**src/rtl/multicycle_ctrl.sv**
```systemverilog
`default_nettype none
// ============================================================================
// multicycle_ctrl : multi-cycle MIPS control FSM (FETCH/DECODE/EXEC/MEM/WB)
// Optional macro MC_ILLEGAL_TRAP_EN halts on illegal opcodes.  Rev 1.0
// ============================================================================
module multicycle_ctrl #(
  parameter int CNT_W = 32
) (
  input  logic             clk,
  input  logic             rst,
  input  logic [31:0]      ins,
  input  logic             alu_zero,
  input  logic             dm_ready,
  output logic             ir_we,
  output logic             pc_we,
  output logic             npc_sel,
  output logic             isJump,
  output logic [1:0]       ext_op,
  output logic             alu_src,
  output logic [1:0]       alu_op,
  output logic             reg_dst,
  output logic             mem_to_reg,
  output logic             reg_we,
  output logic             dm_re,
  output logic             dm_we,
  output logic [2:0]       state,
  output logic             illegal,
  output logic [CNT_W-1:0] instret
);

  typedef enum logic [2:0] {
    S_FETCH  = 3'd0,
    S_DECODE = 3'd1,
    S_EXEC   = 3'd2,
    S_MEM    = 3'd3,
    S_WB     = 3'd4,
    S_HALT   = 3'd7
  } state_t;

  state_t      cur_state, nxt_state;
  logic [31:0] ir;
  logic [5:0]  op, funct;
  logic        is_addu, is_subu, is_ori, is_lui, is_lw, is_sw, is_beq, is_j;
  logic        is_nop, is_legal;

  assign op    = ir[31:26];
  assign funct = ir[5:0];

  assign is_addu  = (op == 6'b000000) && (funct == 6'b100001);
  assign is_subu  = (op == 6'b000000) && (funct == 6'b100011);
  assign is_ori   = (op == 6'b001101);
  assign is_lui   = (op == 6'b001111);
  assign is_lw    = (op == 6'b100011);
  assign is_sw    = (op == 6'b101011);
  assign is_beq   = (op == 6'b000100);
  assign is_j     = (op == 6'b000010);
  assign is_nop   = (ir == 32'd0);
  assign is_legal = is_addu | is_subu | is_ori | is_lui | is_lw | is_sw |
                    is_beq | is_j | is_nop;

  assign state = cur_state;

  always_ff @(posedge clk) begin
    if (rst) begin
      cur_state <= S_FETCH;
      ir        <= 32'd0;
      instret   <= '0;
    end else begin
      cur_state <= nxt_state;
      if (ir_we) ir <= ins;
      if (pc_we) instret <= instret + CNT_W'(1);
    end
  end

`ifdef MC_ILLEGAL_TRAP_EN
  logic illegal_q;
  always_ff @(posedge clk) begin
    if (rst)
      illegal_q <= 1'b0;
    else if (cur_state == S_DECODE && !is_legal)
      illegal_q <= 1'b1;
  end
  assign illegal = illegal_q;
`else
  assign illegal = 1'b0;
`endif

  // alu_zero only steers the NPC; the controller pulses pc_we either way.
  logic unused_ok;
  assign unused_ok = alu_zero;

  always_comb begin
    nxt_state  = cur_state;
    ir_we      = 1'b0;
    pc_we      = 1'b0;
    npc_sel    = 1'b0;
    isJump     = 1'b0;
    ext_op     = 2'b00;
    alu_src    = 1'b0;
    alu_op     = 2'b00;
    reg_dst    = 1'b0;
    mem_to_reg = 1'b0;
    reg_we     = 1'b0;
    dm_re      = 1'b0;
    dm_we      = 1'b0;
    if (!rst) begin
      // ALU/extender selects stay stable from EXEC through write-back.
      if (cur_state == S_EXEC || cur_state == S_MEM || cur_state == S_WB) begin
        if (is_subu || is_beq)     alu_op = 2'b01;
        else if (is_ori || is_lui) alu_op = 2'b10;
        alu_src = !(is_addu || is_subu || is_beq);
        if (is_lui)              ext_op = 2'b10;
        else if (is_lw || is_sw) ext_op = 2'b01;
      end
      case (cur_state)
        S_FETCH: begin
          ir_we     = 1'b1;
          nxt_state = S_DECODE;
        end
        S_DECODE: begin
          if (is_j) begin
            isJump    = 1'b1;
            pc_we     = 1'b1;
            nxt_state = S_FETCH;
          end else if (is_nop) begin
            pc_we     = 1'b1;
            nxt_state = S_FETCH;
          end else if (!is_legal) begin
`ifdef MC_ILLEGAL_TRAP_EN
            nxt_state = S_HALT;
`else
            pc_we     = 1'b1;
            nxt_state = S_FETCH;
`endif
          end else begin
            nxt_state = S_EXEC;
          end
        end
        S_EXEC: begin
          if (is_beq) begin
            npc_sel   = 1'b1;
            pc_we     = 1'b1;
            nxt_state = S_FETCH;
          end else if (is_lw || is_sw) begin
            nxt_state = S_MEM;
          end else begin
            nxt_state = S_WB;
          end
        end
        S_MEM: begin
          dm_re = is_lw;
          dm_we = is_sw;
          if (dm_ready) begin
            if (is_sw) begin
              pc_we     = 1'b1;
              nxt_state = S_FETCH;
            end else begin
              nxt_state = S_WB;
            end
          end
        end
        S_WB: begin
          reg_we     = 1'b1;
          pc_we      = 1'b1;
          reg_dst    = is_addu || is_subu;
          mem_to_reg = is_lw;
          nxt_state  = S_FETCH;
        end
        S_HALT:  nxt_state = S_HALT;
        default: nxt_state = S_FETCH;
      endcase
    end
  end

endmodule
`default_nettype wire

```
**config.mk**
```make
export PLATFORM = sky130hd
export DESIGN_NAME = multicycle_ctrl
export DESIGN_NICKNAME = d
export VERILOG_FILES = /design/src/rtl/multicycle_ctrl.sv
export SDC_FILE = /design/constraint.sdc
export NUM_CORES = 1
export LEC_CHECK = 0
export BUFFER_PORTS_ARGS = -buffer_cell sky130_fd_sc_hd__buf_4
export CORE_MARGIN = 2
export CORE_UTILIZATION = 40
export CTS_CLUSTER_SIZE = 20
export DETAILED_ROUTE_END_ITERATION = 7
export PLACE_DENSITY = 0.69
export SLEW_MARGIN = 20
export SYNTH_ARGS = -nofsm -noshare
export SYNTH_HDL_FRONTEND = slang
export SYNTH_SLANG_ARGS = --single-unit
```
**constraint.sdc**
```tcl
create_clock -name clk -period 2.3 [get_ports clk]
set_input_delay 0.345 -clock clk [delete_from_list [all_inputs] [get_ports clk]]
set_output_delay 0.345 -clock clk [all_outputs]
set_load 0.02 [all_outputs]
```
* Word level (Yosys, flattened, before mapping) *
Index checks and enable logic that the tools add are counted.
Widths: inputs -> output; s select.

word-level totals
  flip-flop bits (word level) = 67
  output and inout port bits = 50
  input port bits = 36

cells by class
  bitwise operators = 8
  reduce and logical (&&, ||, !) cells = 13
  muxes and demuxes = 43
  add/sub/neg operators = 1
  eq/ne operators = 14

operators by type and width
  kind                   number
  $add 32x1->32 const B  1
  $logic_not 32->1       1
  $mux 1                 27
  $eq 6x6->1 const B     4
  $mux 2                 10
  $pmux 3 s5             1
  $eq 6x4->1 const B     2
  $mux 3                 4
  $or 1x1->1             8
  $logic_or 1x1->1       7
  $eq 3x2->1 const B     2
  $eq 3x3->1 const B     2
  $eq 6x2->1 const B     1
  $eq 6x3->1 const B     1
  $logic_not 6->1        1
  $pmux 1 s4             1
  $eq 3x1->1 const B     1
  $logic_not 3->1        1
  $logic_and 1x1->1      2
  $ne 2x2->1 const B     1
  $logic_not 1->1        1

* Depth between registers and ports, before layout *
  depth after elaboration = 15
  mapped depth = 8
  mapped depth without buffers = 6

* Worst setup path after synthesis *
No wires, ideal clock.

  path kind = reg2out
  from = register ir[26]
  to = output pc_we
  arrival time = 2058 ps
  path slack = -103 ps
  stages on the path, launching flop included = 7
  cell sequence = dfxtp_1 or4_4 o41a_1 o31ai_4 buf_2 nor2_1 nor2_1

between the ends
  longest elaborated chain between the ends = 15
  elaborated cells on any way between the ends = 26
  those cells by class = eq/ne: 6; mux: 8; bitwise: 8; reduce/logical: 4

RTL lines
  item                                  RTL line  source
  from (decl)                           41        logic [31:0] ir;
  from (signal assigned)                70        if (ir_we) ir <= ins;
  $logic_not 6->1                       49, 50
  $logic_and 1x1->1 (on tied branches)  49, 50
  $or 1x1->1 (6 in a row)               58        assign is_legal = is_addu | is_subu | is_ori | is_lui | is_lw | is_sw |
  $or 1x1->1 (2 in a row)               59        is_beq | is_j | is_nop;
  $mux 1                                128       end else if (!is_legal) begin
  $mux 1                                125       end else if (is_nop) begin
  $mux 1                                121       if (is_j) begin
  $pmux 1 s4 *                          115       case (cur_state)
  $mux 1 *                              106       if (!rst) begin
  to (decl)                             15        output logic pc_we,

Mark *: on every way between the ends. The rest lies on a longest branch, timed or not.

* Worst setup path in the final report *
  from = register ir[26]
  to = register instret[22]

between the ends
  longest elaborated chain between the ends = 15
  elaborated cells on any way between the ends = 26
  those cells by class = eq/ne: 6; mux: 8; bitwise: 8; reduce/logical: 4

RTL lines
  item                                  RTL line  source
  $logic_not 6->1                       49, 50
  $logic_and 1x1->1 (on tied branches)  49, 50
  $or 1x1->1 (6 in a row)               58
  $or 1x1->1 (2 in a row)               59
  $mux 1                                128
  $mux 1                                125
  $mux 1                                121
  $pmux 1 s4 *                          115
  $mux 1 *                              106
  to (signal assigned)                  71        if (pc_we) instret <= instret + CNT_W'(1);
  to (decl)                             28        output logic [CNT_W-1:0] instret

Marked as above.
A chain may end at the register's enable or synchronous reset.

==> metrics.txt <==
die area 6680 um2; most common cell after layout, fill and taps aside buf_4; max-cap viol count 0; WL final 6430 um; clk_lat worst skew 0.30 ns; drt via density 5.34; largest net degree at the start of global routing 38; Detailed Routing Iterations Pass 1 4; Reg area 945 um2; gpl congestion 0.856; Yosys cell types 46; area grow syn2layout 39.9%; synth warn 0; area of the multi-input gates 1380 um2; CTS H-tree depth 2; GRT Overall Usage 0.201; CP Data Arrival Time 2.65 ns; endpoints failing setup 19; final hold viol count 0; gr ovfl total 0; maximum VDD drop 305 uV; IO buf count 63; post-layout min period 2.43 ns; DRC 0; # nets final 428; Place WS -0.107 ns; switch share 0.231; RSZ-0062 raised after global routing yes; nature of the critical path endpoint register; CTS tree done; period utilization 1.06; P_leak 0.00139 uW; FP Rows 28; Starting Density 0.411; Max Transition Viols Final 0; Root Driver clkbuf_8; worst setup margin -0.129 ns; number of global-route vias before repair 2344; largest fanout on the critical path 9; combinational share of power 0.123; initial antenna violation count 0; Ant. Diodes 0; WL per Instance 13.8 um; Die Ht 81.7 um; Vias 2494; total power 1780 uW; worst path required time 2.53 ns; Clock Sinks 47; FFs w/ async S/R, synth 0; post-synthesis net count 340; Worst setup SP type register; mapped cell area 2420 um2; filler instances 542; fmax 0.412 GHz; switching pwr 411 uW; TritonCTS Buffers 5; Core Region 5890 um2; cells after synthesis 303; power share of the clock group 0.397; CTS max path bufs 2; Die Wd 81.7 um; Flop pwr share 0.480; share of layout cells above drive strength 1 0.319; Worst-path clk slew 0.09 ns; most frequent cells in the layout buf_4 (98), dfxtp_1 (44), nand2_1 (39), a21oi_1 (31), nor2_1 (26); Fin Clk Skew 0.0125 ns; Syn Area/Cell 7.98 um2; ANT nets after route 0; pwr/cell area 526 nW/um2; Hold Path Class primary input to register; HPWL Detailed 4490 um; Setup Crit Path Kind register to register; Post-synth EDFFs 0; Most used DFF post-synth dfxtp_1; DR iter-0 viols 174; first-pass GRT wire length 10600 um; Yosys reg bits 47; I/O Pins 86; Pint 1370 uW; status finished with violations; failing checks setup timing; register area share after synthesis 0.389
[cells in the mapped netlist, types with 2 or more instances]
cell type	instances	share of area
xnor2_1	2	0.0072
dfxtp_1	47	0.39
o2111ai_1	8	0.029
o21ai_0	14	0.029
or4_1	8	0.025
nand4_1	7	0.018
a31oi_1	2	0.0052
xor2_1	11	0.040
nor3_1	6	0.012
or3_1	9	0.023
nor4b_1	2	0.0072
inv_1	9	0.014
clkbuf_1	16	0.025
nor4_1	4	0.010
and3_1	5	0.013
buf_2	2	0.0041
a21oi_1	31	0.064
and2_1	2	0.0052
nand3_1	7	0.014
nand2b_1	3	0.0078
nor2_1	28	0.043
o31ai_1	7	0.022
nand2_1	39	0.061
and3b_1	2	0.0072
and4_1	4	0.014
nor2b_1	8	0.021
[critical path: stages, from the launching register on]
cell and delay (ns):
dfxtp_2 0.33, or4_4 0.53, o41a_1 0.43, o31ai_4 0.10, buf_4 0.18, o211ai_4 0.14
or4_1 0.51, a21oi_1 0.14
[worst paths after layout]
kind | endpoint | from | cells past startpoint | slack (ns)
min reg2reg | ir[2] | ir[2] | 2 | 0.47
max | instret[22] | ir[26] | 7 | -0.13
max reg2reg | instret[22] | ir[26] | 7 | -0.13
min | ir[4] | ins[4] | 3 | 0.29
[state kept, by name, indices dropped and copies added, names as in the netlist]
register	cells
instret	32
ir	12
state	3
[kinds of logic after synthesis]
family	after synthesis	synth area share
simple gates	137	0.296
compound gates	71	0.196
flops	47	0.389
buf+inv	30	0.0523
xor+xnor	13	0.0471
mux	3	0.0135
fa+ha+maj	1	0.00518
other cells	1	0.00155
[timing repair]
item / 4_1_cts / 5_1_grt
hold buffers: 0 / 0
endpoints found under the setup margin: 14 / 23
pin swaps: 8 / 4
buffers inserted: 7 / 2
resized for setup: 7 / 7
[cell type report]
cell class | count | share of cell area
Clock buffer | 6 | 0.0215
Sequential cell | 47 | 0.279
Inverter | 9 | 0.00999
Tap cell | 75 | 0.0277
Timing Repair Buffer | 102 | 0.235
Clock inverter | 2 | 0.0178
Multi-Input combinational cell | 226 | 0.409
[metrics by stage]
stage,instance area (um2),utilization,setup TNS [ns],hold slack [ns],std cells
2_1_floorplan,2430,-,0,0.432,303
3_3_place_gp,3120,0.530,-0.124,0.445,450
3_5_place_dp,3120,0.530,-0.282,0.448,450
4_1_cts,3340,0.568,-1.44,0.282,465
5_1_grt,3380,0.575,-3.29,0.292,467
6_report,3380,0.575,-1.40,0.289,467
[power by group through the flow]
stage	Combinational (uW)	Clock (uW)	Sequential (uW)
4_1_cts	216	724	854
2_1_floorplan	112	0	882
5_1_grt	242	751	858
3_3_place_gp	204	0	872
6_report	219	706	855
3_5_place_dp	207	0	872
[per-layer routing]
metal  track usage  wire length, um
met2         0.350             3230
met3        0.0363              295
met4        0.0633               41
met5             0                0
met1         0.250             2860
No activity file was read; power rests on OpenSTA's default activity.
